`config.mk`:
```
export PLATFORM = sky130hd
export DESIGN_NAME = prog_loader
export DESIGN_NICKNAME = d
export VERILOG_FILES = /design/src/rtl/prog_loader.sv
export SDC_FILE = /design/constraint.sdc
export NUM_CORES = 1
export LEC_CHECK = 0
export BUFFER_PORTS_ARGS = -buffer_cell sky130_fd_sc_hd__buf_4
export CORE_MARGIN = 1.5
export CORE_UTILIZATION = 50
export CTS_CLUSTER_SIZE = 12
export DETAILED_ROUTE_END_ITERATION = 10
export PLACE_DENSITY = 0.69
export SKIP_CTS_REPAIR_TIMING = 1
export SYNTH_ARGS = -nofsm -noshare
export SYNTH_HDL_FRONTEND = slang
export SYNTH_SLANG_ARGS = --single-unit
```
`constraint.sdc`:
```
create_clock -name i_clk -period 3.95 [get_ports i_clk]
set_input_delay 0.79 -clock i_clk [delete_from_list [all_inputs] [get_ports i_clk]]
set_output_delay 0.79 -clock i_clk [all_outputs]
set_load 0.005 [all_outputs]
```
`src/rtl/prog_loader.sv`:
```
// Program-memory loader: takes a LEN/DATA/CSUM framed byte stream, writes it into
// program memory, pads unused words and holds the CPU in reset until a good load.
module prog_loader #(
    parameter int          ADDR_W    = 4,
    parameter int          DEPTH     = 16,
    parameter logic [7:0]  FILL_BYTE = 8'hF0
) (
    input  logic              i_clk,
    input  logic              i_rst,
    input  logic              i_start,
    input  logic [7:0]        i_data,
    input  logic              i_valid,
    output logic              o_ready,
    output logic              o_we,
    output logic [ADDR_W-1:0] o_waddr,
    output logic [7:0]        o_wdata,
    output logic              o_cpu_rst_n,
    output logic              o_busy,
    output logic              o_done,
    output logic              o_err
);

    // state | meaning
    // IDLE  | waiting for first start, CPU held in reset
    // LEN   | accepting length byte
    // DATA  | accepting and writing data bytes
    // CSUM  | accepting checksum byte
    // FILL  | padding words len..DEPTH-1 with FILL_BYTE
    // DONE  | load good, CPU running
    // ERR   | framing or checksum error, CPU held in reset
    typedef enum logic [2:0] {
        S_IDLE, S_LEN, S_DATA, S_CSUM, S_FILL, S_DONE, S_ERR
    } state_t;

    localparam logic [ADDR_W:0]   DEPTH_L  = (ADDR_W+1)'(DEPTH);
    localparam logic [ADDR_W-1:0] LAST_IDX = ADDR_W'(DEPTH - 1);
    localparam logic [7:0]        DEPTH_B  = 8'(DEPTH);

    state_t            state, state_n;
    logic [ADDR_W:0]   len, len_n;
    logic [ADDR_W-1:0] idx, idx_n, waddr_n;
    logic [7:0]        sum, sum_n, wdata_n;
    logic              we_n, ready_n, cpu_rst_n_n, busy_n, done_n, err_n;
    logic              xfer;

    assign xfer = i_valid && o_ready;

    always_ff @(posedge i_clk or posedge i_rst) begin
        if (i_rst) begin
            state       <= S_IDLE;
            len         <= '0;
            idx         <= '0;
            sum         <= '0;
            o_ready     <= 1'b0;
            o_we        <= 1'b0;
            o_waddr     <= '0;
            o_wdata     <= '0;
            o_cpu_rst_n <= 1'b0;
            o_busy      <= 1'b0;
            o_done      <= 1'b0;
            o_err       <= 1'b0;
        end else begin
            state       <= state_n;
            len         <= len_n;
            idx         <= idx_n;
            sum         <= sum_n;
            o_ready     <= ready_n;
            o_we        <= we_n;
            o_waddr     <= waddr_n;
            o_wdata     <= wdata_n;
            o_cpu_rst_n <= cpu_rst_n_n;
            o_busy      <= busy_n;
            o_done      <= done_n;
            o_err       <= err_n;
        end
    end

    always_comb begin
        state_n     = state;
        len_n       = len;
        idx_n       = idx;
        sum_n       = sum;
        we_n        = 1'b0;
        waddr_n     = o_waddr;
        wdata_n     = o_wdata;
        cpu_rst_n_n = o_cpu_rst_n;
        busy_n      = o_busy;
        done_n      = 1'b0;
        err_n       = o_err;

        case (state)
            S_IDLE, S_DONE, S_ERR: begin
                if (i_start) begin
                    state_n     = S_LEN;
                    cpu_rst_n_n = 1'b0;
                    busy_n      = 1'b1;
                    err_n       = 1'b0;
                    sum_n       = '0;
                    idx_n       = '0;
                end
            end
            S_LEN: begin
                if (xfer) begin
                    sum_n = i_data;
                    len_n = i_data[ADDR_W:0];
                    if (i_data == 8'd0 || i_data > DEPTH_B) state_n = S_ERR;
                    else                                    state_n = S_DATA;
                end
            end
            S_DATA: begin
                if (xfer) begin
                    we_n    = 1'b1;
                    waddr_n = idx;
                    wdata_n = i_data;
                    sum_n   = sum + i_data;
                    idx_n   = idx + 1'b1;
                    // terminal count: idx wraps at DEPTH, so compare against len-1
                    if ({1'b0, idx} == len - 1'b1) state_n = S_CSUM;
                end
            end
            S_CSUM: begin
                if (xfer) begin
                    if (i_data == sum) state_n = (len < DEPTH_L) ? S_FILL : S_DONE;
                    else               state_n = S_ERR;
                end
            end
            S_FILL: begin
                we_n    = 1'b1;
                waddr_n = idx;
                wdata_n = FILL_BYTE;
                idx_n   = idx + 1'b1;
                if (idx == LAST_IDX) state_n = S_DONE;
            end
            default: state_n = S_IDLE;
        endcase

        if (state_n == S_DONE && state != S_DONE) begin
            done_n      = 1'b1;
            cpu_rst_n_n = 1'b1;
            busy_n      = 1'b0;
        end
        if (state_n == S_ERR && state != S_ERR) begin
            err_n  = 1'b1;
            busy_n = 1'b0;
        end
        ready_n = (state_n == S_LEN) || (state_n == S_DATA) || (state_n == S_CSUM);
    end

endmodule

```
==> flow_summary.ini, run 1 <==
[critical_path]
r2r-start = state[2]
reg2reg_setup_slack_ps = 1390
cp_data_required_time_ps = 4100
cp-end-kind = register
critPathLaunchType = input port
crit_arrival_ps = 2790
worstRegToRegCells = 5
path_class = input port to register
critPathMaxFanout = 5
r2r_end = o_waddr[0]

[clocking]
htreeDepth = 2
cts_buffers = 5
worstSkewPairLatency_ps = 290
clock-sinks = 38
clockBufferDepth = 2
cts_tree = yes
cts_root_buf = clkbuf_8
cts.clk_slew.worst_paths_ps = 70

[synthesis]
ys_warn_count = 0
synth_compound_area_share_pct = 18.35
synth.avg_cell_area_sq_um = 9.392
synthFlopType = dfrtp_1
syn_inst = 241
ys_ff_latch = 38
synth_top_family_by_area = simple AND/OR/NAND/NOR gates
synth_top_cell_by_area = dfrtp_1
synth_area_sq_um = 2263
async_flop_share_pct = 100.0
synth_simple_gate_area_share_pct = 19.51
synth_nets = 263
synth_top_area_share_pct = 42.01
synth_mux_area_share_pct = 4.422
synth-edff-count = 0
synth_xor_area_share_pct = 4.643
synth_fa_ha_area_share_pct = 6.302
synthTopCellsByArea = dfrtp_1 42%, ha_1 5.0%, nor2_1 4.0%
yosys.cell_types.count = 59
synth-seq-area-share_pct = 42.01

[route]
wl_per_cell_um = 14.78
ant_nets = 0
wirelength_mm = 4.788
vias = 1848
drtIter0Drc = 71
first_pass_iters = 4
drcViolationCount = 0
avgViaCountPerCell = 5.704

[power_and_ir_drop]
vdd_ir_drop_max_mv = 0.3785
power.total_uw = 2027
internal-power_uw = 1195
power_frac_seq_pct = 34.4
power-per-cell-area_nw_per_um2 = 772.0
p_leak_uw = 0.001235
switching_share_pct = 41.04
clock_power_share_pct = 15.9
netSwitchingPower_uw = 831.7
power.share.combinational_pct = 49.7

[floorplan]
dieArea_sq_um = 4939
pin_count = 30
die_w_um = 70.28
fp-row-count = 24
die_y_um = 70.28
start_util_pct = 51.98
fp.coreArea_sq_um = 4354

[final_layout]
syn_to_final_growth_pct = 15.98
stdcell_count = 324
nNetsFinal = 293
diodes = 0
layout-drive-gt1-share_pct = 20.59
final.fill_count = 378

[grt]
grt_pass1_vias = 1753
grt_overflow = 0
grt_max_degree = 24
antenna_found_initial = 0
grt_pass1_wl_mm = 8.438
grtUsageTotal_pct = 21.48

[min_path]
hp-start = o_err
min_to = o_err
min_path_cells = 1
hold_class = register to register

[timing]
finalSetupTns_ps = 0
worst_pin_slew_ps = 883.2
final.min_clock_period_ps = 2641
finalSetupViolations = 0
slew_headroom_pct = 40.67
finalWorstSetupSlack_ps = 1309
finalCritPeriodShare_pct = 66.86
skew_ps = 5.953
rsz0062_at_grt = false
max_freq_ghz = 0.3787
hold_viol_final = 0
maxSlewViolCount = 0

[placement]
pre_cts_ws_ps = 1019
gp_congestion = 0.8629
hpwl_mm = 3.587
place_inst = 316
port_buffers = 29

[run_status]
status = finished, final reports clean

[run]
maxCapViolCount = 0
per-layer routing:
layer  vias to the layer above  routed length (um)  GRT usage [%]
li1                        932                   -              -
met1                       876                2379          30.63
met2                        36                2187          33.23
met3                         4                 165          3.896
met4                         0                  55          6.410
met5                         -                   0              0
Yosys cell counts (2+ instances only):
master,number
o21ai_1,10
clkbuf_1,2
a21o_1,4
ha_1,9
nor2_1,24
nor4_1,3
o41ai_1,2
a31oi_1,2
nor3_1,7
dfrtp_1,38
inv_1,13
xor2_1,6
a221oi_1,4
nor2b_1,4
xnor2_1,6
nand2b_1,3
nand2_1,23
buf_2,3
nand3_1,6
or3_1,2
and3_1,4
o31ai_1,3
a21oi_1,10
o21ai_0,11
inv_2,2
mux2_2,6
mux2_1,2
critical path, stage by stage:
cell and delay, ps:
buf_4 130, ha_1 360, or4_4 580, nor4_4 330
a41oi_2 180, a211oi_2 330, nor3_1 90
stage by stage:
step	cell area, sq um	util [%]	hold WS [ps]
2_1_floorplan	2263	-	459.6
3_3_place_gp	2516	57.79	464.5
3_5_place_dp	2516	57.79	467.0
4_1_cts	2625	60.29	483.6
5_1_grt	2625	60.29	511.2
6_report	2625	60.29	482.9
worst max-delay path by stage:
stage              start    endpoint  slack, ps  cells past startpoint
3_3_place_gp   i_data[2]      o_busy       1060                      7
4_1_cts        i_data[2]      o_busy       1330                      7
6_report       i_data[2]      o_busy       1310                      7
3_5_place_dp   i_data[2]      o_busy       1020                      7
5_1_grt         state[2]  o_waddr[0]       1130                      5
2_1_floorplan  i_data[2]      o_busy       1320                      6
flip-flops by register name, summed over array words and instances, names as in the netlist:
name and count:
o_cpu_rst_n 1, state 3, sum 8, o_busy 1, o_wdata 8, idx 4
o_err 1, o_waddr 4, o_ready 1, len 5, o_done 1, o_we 1
layout make-up:
class | instances | area, sq um | share of cell area, %
sequential | 38 | 950.9 | 36.22
timing repair buffer | 31 | 232.7 | 8.866
inverter | 16 | 62.56 | 2.383
tap | 52 | 65.06 | 2.479
clock buffer | 5 | 68.82 | 2.622
multi-input combinational | 179 | 1205 | 45.90
clock inverter | 3 | 40.04 | 1.525
cells in the final DEF (no fill, tap or decap), drive strengths merged, types with 8 or more instances in the layout:
master  Yosys  final
a21oi      10     10
buf         6     31
dfrtp      38     38
ha          9      9
inv        16     16
mux2        8      8
nand2      23     23
nor2       24     24
nor3        8      8
o21ai      21     21
logic make-up after synthesis:
logic type,count (synthesis)
AOI/OAI and AO/OA,61
xor gates and xnor gates,12
adders and majority gates,11
buffers and inverters,24
DFF,38
muxes,9
and+or+nand+nor,86
power groups by stage:
| stage | Sequential [uW] | Combinational (uW) | Clock, uW |
|---|---|---|---|
| floorplan | 642 | 793 | 0 |
| global placement | 700 | 989 | 0 |
| detailed placement | 703 | 1010 | 0 |
| CTS | 697 | 1010 | 335 |
| global route | 729 | 1150 | 349 |
| finish | 697 | 1010 | 323 |
No activity file was read; power rests on OpenSTA's default activity.
==> inputs of run 2 (changes only) <==
Settings changed: PLACE_DENSITY 0.69 to 0.71.
Clock period 3.95 ns to 2.19 ns, I/O delays scaled along.
==> run 2 against run 1 <==
Sequential share of layout area is 3.5 points lower. Die area unchanged. Critical path depth shrank 1. Total power increased by 94%. Clock power grew 56%. First-iteration DRC count grew 92%. Sequential cell count unchanged. Clock skew increased by 5.9 ps. Setup slack worse by 1300 ps. Combinational power increased by 120%. Via count grew 5.5%. Cell count increased by 8.6%. Critical path type is now register to register.
==> flow_summary.ini, run 2 (same netlist as run 1, synthesis figures left out) <==
[final_layout]
multi_input_area_sq_um = 1289
finalInstanceArea_sq_um = 2902
diodes = 0
nNetsFinal = 321
final_common_cell = buf_4
fin_util_pct = 66.64
biggestRegsByFlops = o_wdata: 8 flops, sum: 8 flops, len: 5 flops
seq_area_sq_um = 950.9
final.fill_count = 352
layout-drive-gt1-share_pct = 30.33
syn_to_final_growth_pct = 28.19
final_cell_mix = 59 x buf_4, 38 x dfrtp_1, 24 x nor2_1

[grt]
grt_pass1_vias = 1782
grt_pass1_wl_mm = 8.369
grtUsageTotal_pct = 21.48
grt_overflow = 0
grt_util_met1_pct = 31.65
grt_busiest_layer = met1
antenna_found_initial = 0
met3_usage_pct = 5.195
grt_max_degree = 39
grtUsageMet2_pct = 30.92

[clocking]
cts_buffers = 5
htreeDepth = 2
clockBufferDepth = 2
clock-sinks = 38
cts.clk_slew.worst_paths_ps = 80
cts_root_buf = clkbuf_8
worstSkewPairLatency_ps = 300
cts_tree = yes

[timing]
skew_ps = 11.81
finalSetupViolations = 0
worst_pin_slew_ps = 651.7
rsz0062_at_grt = true
maxSlewViolCount = 0
hold_viol_final = 0
max_freq_ghz = 0.4680
final.min_clock_period_ps = 2137
slew_headroom_pct = 55.43
finalSetupTns_ps = 0
finalCritPeriodShare_pct = 97.57

[critical_path]
critPathMaxFanout = 3
critical_path.top_delay_family = simple AND/OR/NAND/NOR gates
cp_data_required_time_ps = 2340
crit_chain = ha_1 -> or3_4 -> nor4_4 -> a41oi_2 -> a211oi_2 -> nor3_1
path_class = register to register
cp_num_buf_inv = 0
critPathLaunchType = register
cp-end-kind = register
max_stage_delay_ps = 410
crit_arrival_ps = 2280
cp_slowest_cell = or3_4

[placement]
gp_congestion = 0.8079
port_buffers = 29
hpwl_mm = 3.626
placed_area_sq_um = 2704

[min_path]
hold_class = input port to async pin

[power_and_ir_drop]
p_leak_uw = 0.001367
vdd_ir_drop_max_mv = 0.6583
power-per-cell-area_nw_per_um2 = 1357

[route]
drtIter0Drc = 136
drcViolationCount = 0
avgViaCountPerCell = 5.537
vias = 1949
wirelength_mm = 5.034
first_pass_iters = 4
wl_per_cell_um = 14.30
ant_nets = 0

[floorplan]
die_y_um = 70.28
fp.coreArea_sq_um = 4354
dieArea_sq_um = 4939
pin_count = 30
start_util_pct = 51.98
die_w_um = 70.28
fp-row-count = 24

[run_status]
status = finished, final reports clean

[run]
maxCapViolCount = 0
## run 2: final cells by class
type	instances	share of cell area [%]
well taps	52	2.242
multi-input cells	179	44.42
inverters	16	2.156
clock buffers	7	2.975
flip-flops and latches	38	32.77
repair buffers	59	15.27
clock inverters	1	0.1725
## run 2: through the flow
| step | hold slack, ps | total power (uW) | setup slack [ps] | instances |
|---|---|---|---|---|
| 2_1_floorplan | 459.6 | 2589 | 6.533 | 241 |
| 3_3_place_gp | 461.7 | 3232 | -225.0 | 341 |
| 3_5_place_dp | 471.2 | 3280 | -208.8 | 341 |
| 4_1_cts | 284.0 | 3786 | -14.94 | 349 |
| 5_1_grt | 304.9 | 4267 | -34.48 | 352 |
| 6_report | 255.5 | 3937 | 53.18 | 352 |
## run 2: final timing paths
check	cells after the start	slack, ps	startpoint	end
max in group asynchronous	3	1590	i_rst	state[1]
hold reg to reg	1	480	o_err	o_err
setup reg to reg	6	50	sum[0]	o_busy
hold / removal	3	260	i_rst	sum[0]
min in group i_clk	3	430	i_data[2]	o_wdata[2]
setup / recovery	6	50	sum[0]	o_busy
## run 2: report_power, final
part | total [uW] | internal, uW | switching, uW | leakage (uW)
Combinational | 2190 | 1100 | 1090 | 0.000837
Sequential | 1250 | 980 | 266 | 0.000482
Clock | 503 | 254 | 249 | 0.0000482
## run 2: per-layer routing
layer	wire length (um)	part of all wire, %
met5	0	0
met4	67	1.3
met3	193	3.8
met2	2257	45
met1	2516	50
## run 2: worst register-to-register path, stage by stage (launching register included)
cell and delay, ps:
dfrtp_1 390, ha_1 310, or3_4 410, nor4_4 330, a41oi_2 180, a211oi_2 290, nor3_1 80
==> inputs of run 3 (changes only) <==
Settings changed: ABC_AREA set to 1.
==> run 3 against run 2 <==
Setup slack improved by 360 ps. Largest cell class unchanged. Sequential power down 4%. Core utilization shrank 5.3 points. Highest routed layer unchanged.
==> flow_summary.ini, run 3 <==
[power_and_ir_drop]
clock_power_share_pct = 13.0
vdd_ir_drop_max_mv = 0.6660
p_leak_uw = 0.001462
power.share.combinational_pct = 55.6
power_frac_seq_pct = 31.4
netSwitchingPower_uw = 1731
switching_share_pct = 45.10
power-per-cell-area_nw_per_um2 = 1418
internal-power_uw = 2107

[synthesis]
yosys.cell_types.count = 33
synthFlopType = dfrtp_1
synth_top_cell_by_area = dfrtp_1
synth_top_area_share_pct = 40.93
ys_top_cells_by_count = 90 x nand2_1, 39 x inv_1, 38 x dfrtp_1, 38 x nor2_1, 25 x nand3_1
yosysMostFrequentCell = nand2_1
synth_area_sq_um = 2323
synth_nets = 337
ys_warn_count = 0
async_flop_share_pct = 100.0
ys_ff_latch = 38
synth-edff-count = 0
synth-seq-area-share_pct = 40.93
synthTopCellsByArea = dfrtp_1 41%, nand2_1 15%, inv_1 6.3%
synth.avg_cell_area_sq_um = 7.376
syn_inst = 315

[clocking]
worstSkewPairLatency_ps = 290
cts.clk_slew.worst_paths_ps = 80
cts_tree = yes
cts_root_buf = clkbuf_8
htreeDepth = 2
clockBufferDepth = 2
cts_buffers = 5
clock-sinks = 38

[route]
avgViaCountPerCell = 5.193
ant_nets = 0
vias = 2103
drtIter0Drc = 126
wl_per_cell_um = 12.39
first_pass_iters = 4
drcViolationCount = 0
wirelength_mm = 5.018

[final_layout]
final.fill_count = 432
final_cell_mix = 90 x nand2_1, 39 x inv_1, 38 x nor2_1, 38 x dfrtp_1, 33 x buf_4
final_common_cell = nand2_1
syn_to_final_growth_pct = 16.53
diodes = 0
finalInstanceArea_sq_um = 2708
biggestRegsByFlops = o_wdata: 8 flops, sum: 8 flops, len: 5 flops
layout-drive-gt1-share_pct = 16.71
nNetsFinal = 374
stdcell_count = 405

[critical_path]
cp_data_required_time_ps = 2390
r2r_end = o_wdata[4]
crit_start = state[1]
crit_end = o_wdata[4]
path_class = register to register
cp-end-kind = register
reg2reg_setup_slack_ps = 410
crit_arrival_ps = 1980
worstRegToRegCells = 7
critPathMaxFanout = 12
critPathLaunchType = register
r2r-start = state[1]

[timing]
hold_viol_final = 0
skew_ps = 11.07
rsz0062_at_grt = false
max_freq_ghz = 0.5617
finalWorstSetupSlack_ps = 409.7
maxSlewViolCount = 0
slew_headroom_pct = 66.98
whs_ps = 260.7
finalSetupViolations = 0
finalCritPeriodShare_pct = 81.29
worst_pin_slew_ps = 495.3
finalSetupTns_ps = 0
final.min_clock_period_ps = 1780

[grt]
grt_overflow = 0
grt_pass1_wl_mm = 8.832
grt_pass1_vias = 1975
grt_max_degree = 39
grtUsageTotal_pct = 21.76
antenna_found_initial = 0

[placement]
gp_congestion = 0.9074
hpwl_mm = 3.785
place_inst = 397
placed_area_sq_um = 2616
pre_cts_ws_ps = 239.4
port_buffers = 29

[floorplan]
dieArea_sq_um = 5065
die_y_um = 71.17
pin_count = 30
start_util_pct = 52.64
fp-row-count = 24
die_w_um = 71.17
fp.coreArea_sq_um = 4414

[run_status]
status = finished, final reports clean

[run]
maxCapViolCount = 0

[min_path]
hold_class = input port to async pin
## run 3: changes by cell type in the layout (fill, tap and decap cells not counted), moves of 6 or more
| cell | change |
|---|---|
| buf_4 | -26 |
| inv_1 | +26 |
| mux2_2 | -6 |
| nand2_1 | +67 |
| nand3_1 | +19 |
| nor2_1 | +14 |
| o21ai_0 | +7 |
| o21ai_1 | -10 |
## run 3: metal layers
layer	GRT usage, %	up-vias	wire [um]
met1	31.69	942	2470
li1	-	1088	-
met3	4.131	7	305
met4	7.338	0	59
met2	32.61	66	2182
met5	0	-	0
## run 3: kinds of logic after synthesis
| kind of cell | count (synthesis) | share of synthesized area, % |
|---|---|---|
| buffers and inverters | 45 | 7.754 |
| xor gates and xnor gates | 4 | 1.508 |
| adders and majority gates | 10 | 5.708 |
| DFF | 38 | 40.93 |
| and+or+nand+nor | 176 | 33.82 |
| AOI/OAI and AO/OA | 42 | 10.29 |
## run 3: how the worst min path moves through the flow
stage | depth (start not counted) | slack (ps) | endpoint | start
after floorplan | 2 | 450 | sum[4] | sum[4]
after global placement | 2 | 460 | o_wdata[2] | o_wdata[2]
after detailed placement | 2 | 460 | o_wdata[0] | o_wdata[0]
after CTS | 3 | 280 | sum[5] | i_rst
after global routing | 3 | 310 | o_wdata[1] | i_rst
final | 3 | 260 | o_wdata[1] | i_rst
## run 3: final cells by class
cell class              count  area, sq um  share of cell area (%)
multi-input cells         232         1192                   44.04
well taps                  52        65.06                   2.403
clock inverters             1        5.005                  0.1848
flip-flops and latches     38        950.9                   35.12
inverters                  42        160.2                   5.915
clock buffers               7        86.33                   3.189
repair buffers             33        247.7                   9.150
## run 3: critical path: stages, from the launching register on
cell and delay [ps]:
dfrtp_1 460, nor2_1 220, nand2_2 180, nand2_1 210, nand2_2 200, inv_1 210
nor2_1 60, a31oi_1 150
## run 3: through the flow
stage | power [uW] | utilization (%)
final | 3838 | 61.34
after global routing | 4239 | 61.34
after CTS | 3875 | 61.34
after detailed placement | 3359 | 59.27
after global placement | 3317 | 59.27
after floorplan | 2755 | -
## run 3: power groups by stage
stage / sequential [uW] / combinational (uW) / clock [uW]
floorplan: 1200 / 1560 / 0
global placement: 1210 / 2110 / 0
detailed placement: 1220 / 2140 / 0
CTS: 1200 / 2150 / 521
global route: 1240 / 2460 / 542
finish: 1200 / 2140 / 499
